**src/rtl/pc_fetch_stage.sv**
```systemverilog
// Instruction-fetch stage: owns the PC, issues one instruction-memory request at a
// time, and delivers fetched words to decode through a registered slot backed by a one-entry hold buffer.
module pc_fetch_stage #(
  parameter logic [31:0] RESET_PC = 32'h0000_0000
) (
  input  logic        clk,
  input  logic        rst_n,
  input  logic        branch_taken,
  input  logic [31:0] branch_target,
  input  logic        stall,
  output logic        imem_req_valid,
  output logic [31:0] imem_addr,
  input  logic        imem_req_ready,
  input  logic        imem_rsp_valid,
  input  logic [31:0] imem_rsp_data,
  output logic        if_valid,
  output logic [31:0] if_pc,
  output logic [31:0] if_instr,
  output logic [15:0] redirect_count,
  output logic [1:0]  dbg_state
);

  // Handshakes: a memory request transfers on a cycle where imem_req_valid and
  // imem_req_ready are both 1; a response is a one-cycle imem_rsp_valid pulse with
  // no backpressure; decode takes if_* on any cycle where if_valid=1 and stall=0.
  typedef enum logic [1:0] {
    S_REQ  = 2'd0,
    S_WAIT = 2'd1,
    S_KILL = 2'd2
  } state_e;

  state_e      state_q, state_d;
  logic [31:0] pc_q, pc_d;
  logic        if_valid_q, if_valid_d;
  logic [31:0] if_pc_q, if_pc_d;
  logic [31:0] if_instr_q, if_instr_d;
  logic        hold_valid_q, hold_valid_d;
  logic [31:0] hold_pc_q, hold_pc_d;
  logic [31:0] hold_instr_q, hold_instr_d;
  logic [15:0] redirect_count_q, redirect_count_d;

  logic handshake;
  logic rsp_in_wait;
  logic slot_free;
  logic tgt_lsb_unused;

  assign imem_req_valid = (state_q == S_REQ) && !hold_valid_q;
  assign imem_addr      = pc_q;
  assign if_valid       = if_valid_q;
  assign if_pc          = if_pc_q;
  assign if_instr       = if_instr_q;
  assign redirect_count = redirect_count_q;
  assign dbg_state      = state_q;

  assign handshake      = imem_req_valid && imem_req_ready;
  assign rsp_in_wait    = (state_q == S_WAIT) && imem_rsp_valid;
  assign slot_free      = !if_valid_q || !stall;
  assign tgt_lsb_unused = ^branch_target[1:0];

  always_comb begin
    state_d          = state_q;
    pc_d             = pc_q;
    if_valid_d       = if_valid_q;
    if_pc_d          = if_pc_q;
    if_instr_d       = if_instr_q;
    hold_valid_d     = hold_valid_q;
    hold_pc_d        = hold_pc_q;
    hold_instr_d     = hold_instr_q;
    redirect_count_d = redirect_count_q;

    if (branch_taken) begin
      pc_d             = {branch_target[31:2], 2'b00};
      if_valid_d       = 1'b0;
      hold_valid_d     = 1'b0;
      redirect_count_d = redirect_count_q + 16'd1;
      // A response landing in the redirect cycle is dropped here and leaves nothing
      // outstanding, so only a still-pending response needs KILL to swallow it.
      case (state_q)
        S_REQ:   state_d = handshake ? S_KILL : S_REQ;
        default: state_d = imem_rsp_valid ? S_REQ : S_KILL;
      endcase
    end else begin
      case (state_q)
        S_REQ: begin
          if (handshake) state_d = S_WAIT;
        end
        S_WAIT: begin
          if (imem_rsp_valid) begin
            pc_d    = pc_q + 32'd4;
            state_d = S_REQ;
          end
        end
        S_KILL: begin
          if (imem_rsp_valid) state_d = S_REQ;
        end
        default: state_d = S_REQ;
      endcase

      if (rsp_in_wait) begin
        if (slot_free) begin
          if_valid_d = 1'b1;
          if_pc_d    = pc_q;
          if_instr_d = imem_rsp_data;
        end else begin
          hold_valid_d = 1'b1;
          hold_pc_d    = pc_q;
          hold_instr_d = imem_rsp_data;
        end
      end else if (slot_free && hold_valid_q) begin
        if_valid_d   = 1'b1;
        if_pc_d      = hold_pc_q;
        if_instr_d   = hold_instr_q;
        hold_valid_d = 1'b0;
      end else if (!stall) begin
        if_valid_d = 1'b0;
      end
    end
  end

  always_ff @(posedge clk) begin
    if (!rst_n) begin
      state_q          <= S_REQ;
      pc_q             <= RESET_PC;
      if_valid_q       <= 1'b0;
      if_pc_q          <= 32'h0;
      if_instr_q       <= 32'h0;
      hold_valid_q     <= 1'b0;
      hold_pc_q        <= 32'h0;
      hold_instr_q     <= 32'h0;
      redirect_count_q <= 16'h0;
    end else begin
      state_q          <= state_d;
      pc_q             <= pc_d;
      if_valid_q       <= if_valid_d;
      if_pc_q          <= if_pc_d;
      if_instr_q       <= if_instr_d;
      hold_valid_q     <= hold_valid_d;
      hold_pc_q        <= hold_pc_d;
      hold_instr_q     <= hold_instr_d;
      redirect_count_q <= redirect_count_d;
    end
  end

endmodule

```
**config.mk**
```make
export PLATFORM = sky130hd
export DESIGN_NAME = pc_fetch_stage
export DESIGN_NICKNAME = d
export VERILOG_FILES = /design/src/rtl/pc_fetch_stage.sv
export SDC_FILE = /design/constraint.sdc
export NUM_CORES = 1
export LEC_CHECK = 0
export BUFFER_PORTS_ARGS = -buffer_cell sky130_fd_sc_hd__buf_4
export CORE_MARGIN = 1.5
export CORE_UTILIZATION = 54
export CTS_CLUSTER_SIZE = 40
export DETAILED_ROUTE_END_ITERATION = 16
export HOLD_SLACK_MARGIN = 0.05
export PLACE_DENSITY = 0.8
export RECOVER_POWER = 50
export SLEW_MARGIN = 20
export SYNTH_ARGS = -nofsm -noshare
export SYNTH_HDL_FRONTEND = slang
export SYNTH_SLANG_ARGS = --single-unit
export TNS_END_PERCENT = 1
```
**constraint.sdc**
```tcl
create_clock -name clk -period 2.5 [get_ports clk]
set_clock_uncertainty 0.15 [all_clocks]
set_input_delay 0.5 -clock clk [delete_from_list [all_inputs] [get_ports clk]]
set_output_delay 0.5 -clock clk [all_outputs]
set_load 0.02 [all_outputs]
```
* Word-level counts from Yosys, hierarchy flattened
Cells that the tools add are included.
Operators by class: add/subtract/negate cells 2, equal/unequal tests 7, mux-type cells 23, bitwise gates (word level) 3, reduce and logical (&&, ||, !) cells 21
Operator list (number):
- $mux 32 | 9
- $add 32x3->32 const B | 1
- $add 16x1->16 const B | 1
- $mux 2 | 6
- $reduce_and 2->1 | 5
- $mux 1 | 7
- $ne 3x1->1 const B | 2
- $reduce_and 3->1 | 2
- $reduce_bool 2->1 | 3
- $logic_and 1x1->1 | 4
- $pmux 2 s2 | 1
- $reduce_or 2->1 | 2
- $logic_not 1->1 | 3
- $ne 3x3->1 const B | 1
- $not 1->1 | 3
- $eq 2x1->1 const B | 1
- $eq 2x2->1 const B | 1
- $logic_not 2->1 | 1
- $ne 2x1->1 const B | 1
- $ne 2x2->1 const B | 1
- $logic_or 1x1->1 | 1
Storage, ports and cells: register bits after elaboration 180, output and inout port bits 116

* Depth between registers and ports, before layout
Gate-level depths: netlist (run 1).
word-level depth 6, depth in mapped cells 9, depth with buffers taken out 6

* Worst setup path after synthesis (run 1)
No wires, ideal clock.
path kind register -> register, from register pc_q[2] (netlist: imem_addr[2]), to register pc_q[30] (netlist: imem_addr[30]), data arrival time 2.141 ns, required time 2.230 ns, slack 0.090 ns, cell stages (with the launch flop) 7, buffers on the path 1, clock period less this slack 2.410 ns, cell sequence dfxtp_1 ha_1 nand4_1 or4_1 buf_2 o311a_1 a211o_1
On the way: cells in the longest elaborated chain, start to end 4
Ends and longest elaborated chain:
- start: declaration | line 33 | logic [31:0] pc_q, pc_d;
- start signal: assignment | line 133 | pc_q <= pc_d;
- $add 32x3->32 | line 89 | pc_d = pc_q + 32'd4;
- $mux 32 | line 88 | if (imem_rsp_valid) begin
- $mux 32 | line 83 | case (state_q)
- $mux 32 | line 71 | if (branch_taken) begin
No other way between the ends. The select of a mux whose other input is x is not followed. A chain may end at the register's enable or synchronous reset.

* Final worst setup path (run 1)
Same ends and word-level chain as after synthesis.

==> results of run 1 <==
[layer usage]
layer  GRT usage [%]  vias up  share of wire (%)
li1                -     3683                  -
met1            35.7     3456                 43
met2            44.4      246                 47
met3            8.50       27                8.1
met4            7.41        0                1.4
met5               0        -                  0
[registers in the layout (all words and copies together), names as in the netlist]
signal / cells
hold_pc_q: 30
hold_instr_q: 32
if_valid: 1
if_instr: 32
hold_valid_q: 1
imem_addr: 30
redirect_count: 16
if_pc: 30
dbg_state: 2
[final timing paths]
check	to	slack [ps]	from
max	imem_addr[30]$_SDFFE_PN0P_	90	imem_addr[2]$_SDFFE_PN0P_
min	imem_addr[4]$_SDFFE_PN0P_	150	branch_target[4]
max reg2reg	imem_addr[30]$_SDFFE_PN0P_	90	imem_addr[2]$_SDFFE_PN0P_
min reg2reg	hold_instr_q[7]$_SDFFE_PN0P_	310	hold_instr_q[7]$_SDFFE_PN0P_
[power groups by stage]
stage / combinational [mW] / clock [mW] / sequential [mW]
CTS: 0.603 / 2.55 / 2.89
finish: 0.555 / 2.52 / 2.88
floorplan: 0.236 / 0 / 3.02
global route: 0.600 / 2.67 / 2.89
global placement: 0.597 / 0 / 2.94
detailed placement: 0.601 / 0 / 2.95
[cell families after synthesis]
| logic type | count (synthesis) |
|---|---|
| xor gates and xnor gates | 20 |
| buffers and inverters | 95 |
| muxes | 5 |
| AOI/OAI and AO/OA | 205 |
| and+or+nand+nor | 466 |
| DFF | 174 |
| other | 1 |
| adders and majority gates | 4 |
[stage by stage]
step	instances	power, mW	setup WS [ps]
2_1_floorplan	973	3.25	89.6
3_3_place_gp	1284	3.54	157
3_5_place_dp	1284	3.55	130
4_1_cts	1316	6.04	115
5_1_grt	1316	6.16	6.41
6_report	1316	5.96	92.4
[cell usage after synthesis, drive strengths merged, types with 9 or more instances]
cell    count  area [um^2]
nor2       39          146
or3         9         56.3
clkbuf     68          259
nand2     278         1040
or4         9         67.6
nand3      68          340
buf        18         95.1
a311oi     15          131
nor4        9         56.3
xnor2      12          105
dfxtp     174         3480
inv         9         33.8
o21ai      30          150
a21oi      70          350
a31oi       9         56.3
o211a      50          500
and4        9         78.8
nand4      13         87.6
[final cells by class]
type	instances	area, um^2
Fill cell	1254	4460
Multi-Input combinational cell	704	3850
Sequential cell	174	3480
Timing Repair Buffer	217	1260
Clock buffer	24	512
Tap cell	180	225
Clock inverter	8	55.1
Inverter	9	33.8
==> metrics.md, run 1 <==
| Metric | Value |
|---|---|
| Most common flop cell mapped by yosys | `dfxtp_1` |
| Cell area after synthesis | `7690 um^2` |
| N_diodes | `0` |
| Cell at the slowest stage of the critical path | `or4_1` |
| Largest net degree at the start of global routing | `82` |
| PwrDens | `632 nW/um^2` |
| Max transition margin | `59.0%` |
| Status | `complete, no violations` |
| Post-synthesis sequential area ratio | `45.3%` |
| Compound-cell area share of the yosys netlist | `18.8%` |
| Fin Hold WS | `154 ps` |
| Internal | `4.47 mW` |
| Fin util | `67.9%` |
| Fmax | `415 MHz` |
| Peak VDD IR | `705 uV` |
| Seq cells post-synth | `174` |
| Placed instance area | `9280 um^2` |
| Mapped Cells | `970` |
| Fraction of layout cells with a size suffix above 1 | `12.6%` |
| Rows | `43` |
| RSZ-0062 raised after global routing | `false` |
| Die height | `122 um` |
| YS warnings | `0` |
| Share of flip-flops with an asynchronous set or reset | `0%` |
| Initial DRC count | `594` |
| DRT Pass-1 Iters | `5` |
| Period minus WS final | `2410 ps` |
| CTS Sinks | `174` |
| Vias in the first global route | `6646` |
| CP startpoint kind | `register` |
| RD Place Congestion | `0.886` |
| Initial antenna violation count | `0` |
| Crit path buf inv count | `0` |
| Final setup viols | `0` |
| Layout Nets | `1197` |
| Worst Reg-to-Reg Cells | `5` |
| Die Wd | `122 um` |
| Clk slew on worst S/H paths | `70 ps` |
| WP depth | `5` |
| Worst-Skew Late Latency | `420 ps` |
| Slew Limit Fails | `0` |
| Syn_area_per_cell | `7.93 um^2` |
| Initial Util | `55.4%` |
| Critical path, cell by cell | `ha_1 -> nand4_1 -> or4_1 -> o311a_1 -> a211o_1` |
| Max_cap viols | `0` |
| Via density | `5.63` |
| Least-Margin Pin Slew | `615 ps` |
| H-Tree Depth | `4` |
| Setup bufs post-CTS | `0` |
| First-pass GRT wire length | `32.9 mm` |
| Simple-Gate Fraction of Synth Area | `27.3%` |
| Clock power share | `42.2%` |
| Grt ovf | `0` |
| Drt wl/cell | `15.7 um` |
| Worst Hold Depth | `2` |
| Net Sw Frac | `24.9%` |
| CTS max path bufs | `2` |
| Most common cell after layout, fill and taps aside | `nand2_1` |
| CTS Hold Bufs | `0` |
| Adder-cell share of the synthesized area | `0.651%` |
| Buffers on Ports | `179` |
| Antenna Violating Nets Remaining | `0` |
| CP Capture Type | `register` |
| Crit path DAT | `2570 ps` |
| EDFF count, synth | `0` |
| Area Overhead vs Synth | `22.5%` |
| Routed Wire Length | `20.7 mm` |
| IO Count | `186` |
| Hold crit path type | `in2reg` |
| Dpl hpwl | `13.4 mm` |
| Vias | `7412` |
| Most frequent cells in the layout | `nand2_1, dfxtp_1, clkbuf_1` |
| Post-route cell area | `9420 um^2` |
| Sequential Power Share | `48.4%` |
| Die area | `15000 um^2` |
| Largest stage delay, worst path | `760 ps` |
| Final Cycle Share | `96.3%` |
| Post-Synth XOR/XNOR Area | `2.28%` |
| Combinational family with the most area after synthesis | `simple AND/OR/NAND/NOR gates` |
| Drt drc | `0` |
| CP Data Required Time | `2660 ps` |
| Post-synthesis cell type count | `52` |
| CTS Root Cell | `clkbuf_16` |
| CTS buffer count | `17` |
| TNS Setup | `0 ps` |
| Critical setup path kind | `reg2reg` |
| Net Sw Power | `1.49 mW` |
| Total GRT Usage | `27.5%` |
| CTS tree | `done` |
| Cell family with most CP delay | `simple AND/OR/NAND/NOR gates` |
| Core box area | `13900 um^2` |
| Maximum net fanout on the critical path | `10` |
| Leak pwr | `3.75 nW` |
| Hold Vio Cnt, Final | `0` |
| CTS resizes | `0` |
| Combinational power share | `9.3%` |
| Mux cell area share after synthesis | `0.651%` |
No activity file was read; power rests on OpenSTA's default activity.
==> inputs of run 2 (changes only) <==
CORE_UTILIZATION = 55   (was 54)
CTS_BUF_LIST = sky130_fd_sc_hd__clkbuf_4 sky130_fd_sc_hd__clkbuf_8   (was unset)
PLACE_DENSITY = 0.82   (was 0.8)
clock period = 3.1 ns   (was 2.5 ns; I/O delays follow)
==> metrics.md, run 2 (synthesis results as in run 1) <==
| Metric | Value |
|---|---|
| Net Sw Frac | `24.1% (was 24.9%)` |
| Least-Margin Pin Slew | `995 ps (was 615 ps)` |
| Vias | `7414 (was 7412)` |
| RD Place Congestion | `0.843 (was 0.886)` |
| HP Start | `branch_target[4] (unchanged)` |
| Hold Vio Cnt, Final | `0 (unchanged)` |
| Worst Hold Depth | `2 (unchanged)` |
| Max_cap viols | `0 (unchanged)` |
| Final Total Pwr | `4.57 mW (was 5.96 mW)` |
| Cell at the slowest stage of the critical path | `clkbuf_4 (was or4_1)` |
| Largest stage delay, worst path | `720 ps (was 760 ps)` |
| CP Data Required Time | `3290 ps (was 2660 ps)` |
| Leak pwr | `3.59 nW (was 3.75 nW)` |
| First-pass GRT wire length | `32.3 mm (was 32.9 mm)` |
| CP Capture Type | `register (unchanged)` |
| Crit path DAT | `2720 ps (was 2570 ps)` |
| Final Cycle Share | `81.3% (was 96.3%)` |
| Setup bufs post-CTS | `0 (unchanged)` |
| Combinational power share | `8.5% (was 9.3%)` |
| Layout Nets | `1176 (was 1197)` |
| CTS Hold Bufs | `0 (unchanged)` |
| Worst r2r src | `dbg_state[0]$_SDFFE_PN0P_ (was imem_addr[2]$_SDFFE_PN0P_)` |
| CTS buffer count | `17 (unchanged)` |
| Slew Limit Fails | `0 (unchanged)` |
| Critical setup path kind | `reg2reg (unchanged)` |
| Net Sw Power | `1.10 mW (was 1.49 mW)` |
| Status | `complete, no violations (unchanged)` |
| Area Overhead vs Synth | `18.7% (was 22.5%)` |
| Most common cell after layout, fill and taps aside | `nand2_1 (unchanged)` |
| Hold crit path type | `in2reg (unchanged)` |
| Reg2reg end | `if_pc[15]$_SDFFE_PN0P_ (was imem_addr[30]$_SDFFE_PN0P_)` |
| CTS Root Cell | `clkbuf_8 (was clkbuf_16)` |
| Sequential Power Share | `51.5% (was 48.4%)` |
| CTS resizes | `0 (unchanged)` |
| Drt wl/cell | `15.5 um (was 15.7 um)` |
| Antenna Violating Nets Remaining | `0 (unchanged)` |
| PwrDens | `501 nW/um^2 (was 632 nW/um^2)` |
| Worst-Skew Late Latency | `450 ps (was 420 ps)` |
| DRT Pass-1 Iters | `7 (was 5)` |
| Buffers on Ports | `179 (unchanged)` |
| Final setup viols | `0 (unchanged)` |
| CTS max path bufs | `2 (unchanged)` |
| Die Wd | `121 um (was 122 um)` |
| Largest net degree at the start of global routing | `80 (was 82)` |
| CP startpoint kind | `register (unchanged)` |
| Max transition margin | `33.7% (was 59.0%)` |
| Hold Path Sink | `imem_addr[4]$_SDFFE_PN0P_ (unchanged)` |
| Initial DRC count | `671 (was 594)` |
| Die area | `14700 um^2 (was 15000 um^2)` |
| Critical path, cell by cell | `ha_1 -> a21oi_1 -> nor3b_4 -> clkbuf_4 -> o211ai_1 -> o211a_1 (was ha_1 -> nand4_1 -> or4_1 -> o311a_1 -> a211o_1)` |
| Initial Util | `55.9% (was 55.4%)` |
| CTS tree | `done (unchanged)` |
| Clk slew on worst S/H paths | `90 ps (was 70 ps)` |
| Die height | `121 um (was 122 um)` |
| IO Count | `186 (unchanged)` |
| Routed Wire Length | `20.0 mm (was 20.7 mm)` |
| Rows | `43 (unchanged)` |
| CP startpoint | `dbg_state[0]$_SDFFE_PN0P_ (was imem_addr[2]$_SDFFE_PN0P_)` |
| Peak VDD IR | `367 uV (was 705 uV)` |
| Grt ovf | `0 (unchanged)` |
| Filler instances | `1271 (was 1254)` |
| R2r setup slk | `580 ps (was 90 ps)` |
| Initial antenna violation count | `0 (unchanged)` |
| Total GRT Usage | `27.4% (was 27.5%)` |
| Dpl hpwl | `13.1 mm (was 13.4 mm)` |
| H-Tree Depth | `4 (unchanged)` |
| Fraction of layout cells with a size suffix above 1 | `11.0% (was 12.6%)` |
| Period minus WS final | `2520 ps (was 2410 ps)` |
| Vias in the first global route | `6810 (was 6646)` |
| RSZ-0062 raised after global routing | `false (unchanged)` |
| TNS Setup | `0 ps (unchanged)` |
| Core box area | `13800 um^2 (was 13900 um^2)` |
| N_diodes | `0 (unchanged)` |
| Maximum net fanout on the critical path | `79 (was 10)` |
| Clock power share | `40.0% (was 42.2%)` |
| CTS Sinks | `174 (unchanged)` |
| Most frequent cells in the layout | `nand2_1, dfxtp_1, clkbuf_1 (unchanged)` |
| Drt drc | `0 (unchanged)` |
| Internal | `3.47 mW (was 4.47 mW)` |
| Worst Reg-to-Reg Cells | `6 (was 5)` |
| Via density | `5.73 (was 5.63)` |
| Fmax | `397 MHz (was 415 MHz)` |
==> run 2: cell types whose count changed in the layout (fill, tap and decap cells not counted), sizes merged <==
| cell | delta |
|---|---|
| bufinv | +5 |
| clkinvlp | -2 |
| clkbuf | -2 |
| buf | -21 |
| clkinv | -2 |
==> run 2: how the worst max path moves through the flow <==
stage | to
finish | if_pc[15]$_SDFFE_PN0P_
global route | if_pc[15]$_SDFFE_PN0P_
CTS | imem_addr[30]$_SDFFE_PN0P_
detailed placement | imem_addr[30]$_SDFFE_PN0P_
global placement | imem_addr[30]$_SDFFE_PN0P_
floorplan | imem_addr[30]$_SDFFE_PN0P_
==> run 2: power groups by stage <==
stage / Sequential, mW / Combinational [mW] / Clock [mW]
CTS: 2.35 / 0.428 / 1.86
finish: 2.35 / 0.390 / 1.83
floorplan: 2.43 / 0.190 / 0
detailed placement: 2.40 / 0.427 / 0
global route: 2.36 / 0.421 / 1.95
global placement: 2.40 / 0.423 / 0
==> run 2: area by class of cell <==
class	count	area, um^2	area share, %
clock inverters	9	180	1.97
flip-flops and latches	174	3480	38.1
inverters	9	33.8	0.370
repair buffers	196	1070	11.7
well taps	180	225	2.47
clock buffers	22	290	3.18
multi-input cells	704	3850	42.2
==> run 2: metrics by stage <==
stage / std cells / utilization (%) / setup WS, ps / instance area [um^2] / hold WS [ps]
floorplan: 973 / - / 690 / 7700 / 287
global placement: 1263 / 66.1 / 726 / 9100 / 292
detailed placement: 1263 / 66.1 / 702 / 9100 / 297
CTS: 1294 / 69.5 / 674 / 9570 / 222
global route: 1294 / 66.3 / 416 / 9130 / 233
finish: 1294 / 66.3 / 579 / 9130 / 249
==> run 2: routing by layer <==
layer,vias up,track usage [%],routed length [um]
met5,-,0,0
met4,0,10.4,474
met3,37,7.75,1820
met2,310,44.0,9280
met1,3435,35.0,8440
li1,3632,-,-
==> run 2: worst max-delay path: cells and delay by family (launching register included) <==
family,cells,cell delay [ps]
adder cells (fa/ha/maj),1,300
AO/OA/AOI/OAI,3,580
flip-flops,1,400
AND/OR/NAND/NOR,1,210
buffers and inverters,1,720
==> inputs of run 3 (changes only) <==
ABC_AREA = 1   (was unset)
CORE_UTILIZATION = 50   (was 55)
PLACE_DENSITY = 0.78   (was 0.82)
clock period = 2.1 ns   (was 3.1 ns; I/O delays follow)
==> metrics.md, run 3 <==
| Metric | Value |
|---|---|
| CP startpoint kind | `register (unchanged)` |
| Mapped Cells | `1094 (was 970)` |
| Drt wl/cell | `14.6 um (was 15.5 um)` |
| Worst r2r src | `dbg_state[1]$_SDFFE_PN0P_ (was dbg_state[0]$_SDFFE_PN0P_)` |
| Cell family with most CP delay | `flip-flops (was buffers and inverters)` |
| Hold Vio Cnt, Final | `0 (unchanged)` |
| Leak pwr | `3.58 nW (was 3.59 nW)` |
| Filler instances | `1486 (was 1271)` |
| Setup bufs post-CTS | `0 (unchanged)` |
| Place WS | `-0.427 ps (was 702 ps)` |
| Die area | `16200 um^2 (was 14700 um^2)` |
| Layout Nets | `1352 (was 1176)` |
| Initial antenna violation count | `0 (unchanged)` |
| Initial DRC count | `753 (was 671)` |
| N_diodes | `0 (unchanged)` |
| Post-synthesis cell type count | `32 (was 52)` |
| Buffers on Ports | `179 (unchanged)` |
| YS warnings | `0 (unchanged)` |
| Total GRT Usage | `26.8% (was 27.4%)` |
| Worst Reg-to-Reg Cells | `9 (was 6)` |
| Period minus WS final | `1970 ps` |
| Share of flip-flops with an asynchronous set or reset | `0% (unchanged)` |
| Vias | `7864 (was 7414)` |
| Initial Util | `50.9% (was 55.9%)` |
| Rows | `45 (was 43)` |
| Largest stage delay, worst path | `340 ps (was 720 ps)` |
| Routed Wire Length | `21.6 mm (was 20.0 mm)` |
| Maximum net fanout on the critical path | `3 (was 79)` |
| Hold crit path type | `in2reg (unchanged)` |
| R2r setup slk | `150 ps (was 580 ps)` |
| Status | `complete, no violations (unchanged)` |
| Fin Hold WS | `82.2 ps (was 249 ps)` |
| Cell at the slowest stage of the critical path | `dfxtp_1 (was clkbuf_4)` |
| CTS tree | `done (unchanged)` |
| Largest net degree at the start of global routing | `47 (was 80)` |
| Slew Limit Fails | `0 (unchanged)` |
| Dpl hpwl | `14.5 mm (was 13.1 mm)` |
| Max transition margin | `47.5% (was 33.7%)` |
| Met2 Usage GRT | `41.7% (was 44.0%)` |
| Syn_area_per_cell | `7.05 um^2 (was 7.93 um^2)` |
| Via density | `5.32 (was 5.73)` |
| Most frequent cell after synthesis | `nand2_1 (unchanged)` |
| Fmax | `509 MHz` |
| Post-synthesis sequential area ratio | `45.2% (was 45.3%)` |
| Max_cap viols | `0 (unchanged)` |
| Area Overhead vs Synth | `22.5% (was 18.7%)` |
| TNS Setup | `0 ps (unchanged)` |
| Vias in the first global route | `7029 (was 6810)` |
| GR peak layer | `met2 (unchanged)` |
| Most common cell after layout, fill and taps aside | `nand2_1 (unchanged)` |
| Seq cells post-synth | `174 (unchanged)` |
| EDFF count, synth | `0 (unchanged)` |
| Cell taking the most area after synthesis | `dfxtp_1 (unchanged)` |
| RD Place Congestion | `0.955 (was 0.843)` |
| Grt ovf | `0 (unchanged)` |
| Cell area after synthesis | `7710 um^2 (was 7690 um^2)` |
| RSZ-0062 raised after global routing | `false (unchanged)` |
| First-pass GRT wire length | `35.0 mm (was 32.3 mm)` |
| Reg2reg end | `imem_addr[11]$_SDFFE_PN0P_ (was if_pc[15]$_SDFFE_PN0P_)` |
| CTS Sinks | `174 (unchanged)` |
| Crit path buf inv count | `3 (was 1)` |
| Share of Yosys cell area claimed by the top area cell type | `45.2% (was 45.3%)` |
| GR Util met3 | `5.70% (was 7.75%)` |
| Most common flop cell mapped by yosys | `dfxtp_1 (unchanged)` |
| CTS Root Cell | `clkbuf_8 (unchanged)` |
| Critical setup path kind | `reg2out (was reg2reg)` |
| Most frequent cells in the layout | `nand2_1, dfxtp_1, o21ai_0 (was nand2_1, dfxtp_1, clkbuf_1)` |
| Die height | `127 um (was 121 um)` |
| DRT Pass-1 Iters | `5 (was 7)` |
| HP Start | `imem_rsp_data[20] (was branch_target[4])` |
| Cell mode on critical path | `inv_1` |
| Antenna Violating Nets Remaining | `0 (unchanged)` |
| Worst-Skew Late Latency | `450 ps (about the same)` |
| CP Data Required Time | `1530 ps (was 3290 ps)` |
| Final setup viols | `0 (unchanged)` |
| Critical path, cell by cell | `inv_1 -> ha_1 -> inv_1 -> nor2_2 -> buf_4 (was ha_1 -> a21oi_1 -> nor3b_4 -> clkbuf_4 -> o211ai_1 -> o211a_1)` |
| Core box area | `15100 um^2 (was 13800 um^2)` |
| Least-Margin Pin Slew | `787 ps (was 995 ps)` |
| Final Cycle Share | `93.6%` |
| Final std cells w/o fill | `1479 (was 1294)` |
| Synth top area cells | `dfxtp_1, nand2_1, o21ai_0 (was dfxtp_1, nand2_1, o211a_1)` |
| PnR worst setup slack | `135 ps (was 579 ps)` |
| Hold Path Sink | `hold_instr_q[20]$_SDFFE_PN0P_ (was imem_addr[4]$_SDFFE_PN0P_)` |
| Synth cell count leaders | `nand2_1, dfxtp_1, o21ai_0, nor2_1, inv_1 (was nand2_1, dfxtp_1, a21oi_1, nand3_1, clkbuf_1)` |
| Drt drc | `0 (unchanged)` |
| Clk slew on worst S/H paths | `90 ps (about the same)` |
| CTS buffer count | `17 (unchanged)` |
| Placed insts | `1418 (was 1263)` |
| PwrDens | `683 nW/um^2 (was 501 nW/um^2)` |
| Die Wd | `127 um (was 121 um)` |
| Fraction of layout cells with a size suffix above 1 | `11.5% (was 11.0%)` |
| IO Count | `186 (unchanged)` |
| CTS max path bufs | `2 (unchanged)` |
| GR Util met1 | `37.0% (was 35.0%)` |
| Crit path DAT | `1400 ps (was 2720 ps)` |
| H-Tree Depth | `4 (unchanged)` |
| CP Capture Type | `output port (was register)` |
| Worst Hold Depth | `3 (was 2)` |
| Peak VDD IR | `349 uV (was 367 uV)` |
run 3: changes by cell type in the layout (fill, tap and decap cells not counted), moves of 9 or more:
cell           previous run  this run
and4_1                    9         0
o211a_1                  50         0
a31oi_1                   9        70
a21oi_1                  70        61
nor4_1                    9         0
xnor2_1                  12         2
inv_1                     8        72
o21ai_0                  30       160
a311oi_1                 15         0
or4_1                     9         0
nor2_1                   39       122
nand3_1                  68        43
nand4_1                  12         3
dlygate4sd3_1             0        29
run 3: how the worst max path moves through the flow:
stage / start / end / slack (ps) / cells after the start
floorplan: dbg_state[0]$_SDFFE_PN0P_ / hold_pc_q[21]$_SDFFE_PN0P_ / 330 / 8
global placement: dbg_state[1]$_SDFFE_PN0P_ / imem_addr[11]$_SDFFE_PN0P_ / 100 / 9
detailed placement: dbg_state[1]$_SDFFE_PN0P_ / imem_addr[11]$_SDFFE_PN0P_ / -0.4 / 9
CTS: dbg_state[1]$_SDFFE_PN0P_ / imem_addr[11]$_SDFFE_PN0P_ / 60 / 9
global route: dbg_state[1]$_SDFFE_PN0P_ / imem_addr[13]$_SDFFE_PN0P_ / 9 / 9
finish: dbg_state[1]$_SDFFE_PN0P_ / imem_req_valid / 130 / 5
run 3: area by class of cell:
| type | count | area [um^2] | area share, % |
|---|---|---|---|
| well taps | 188 | 235 | 2.49 |
| flip-flops and latches | 174 | 3480 | 36.9 |
| multi-input cells | 775 | 3610 | 38.2 |
| clock buffers | 19 | 255 | 2.70 |
| clock inverters | 13 | 123 | 1.30 |
| inverters | 79 | 303 | 3.21 |
| repair buffers | 231 | 1430 | 15.2 |
run 3: cell families after synthesis:
logic type / count (synthesis) / synth area share (%)
XOR/XNOR: 6 / 0.682
AO/OA/AOI/OAI: 297 / 20.6
other: 1 / 0.0487
adder cells (fa/ha/maj): 4 / 0.649
AND/OR/NAND/NOR: 464 / 24.8
buffers and inverters: 148 / 8.00
flip-flops: 174 / 45.2
run 3: stage by stage:
step,instance area [um^2],power (mW),utilization [%]
after global placement,9200,4.26,60.8
after detailed placement,9200,4.27,60.8
after floorplan,7720,3.92,-
after global routing,9440,6.69,62.3
after CTS,9870,6.55,65.2
final,9440,6.45,62.3
run 3: power by group:
group / switching [mW] / leakage, nW / internal (mW)
sequential: 0.0833 / 1.41 / 3.38
combinational: 0.451 / 1.97 / 0.269
clock: 1.19 / 0.194 / 1.08
total: 1.72 / 3.58 / 4.73
run 3: timing repair:
| action | in CTS | in global routing |
|---|---|---|
| hold endpoints to repair | 29 | 0 |
| setup endpoints to repair | 2 | 12 |
| resized for setup | 1 | 3 |
| hold buffers | 29 | 0 |
| pin swaps | 0 | 0 |
run 3: tightest hold or removal path, stage by stage:
cell and delay [ps]:
buf_4 90, nor2_1 40, nor2_1 90
run 3: routing by layer:
| metal | vias up | wire [um] |
|---|---|---|
| li1 | 3960 | - |
| met1 | 3594 | 9970 |
| met2 | 278 | 9600 |
| met3 | 32 | 1580 |
| met4 | 0 | 437 |
| met5 | - | 0 |
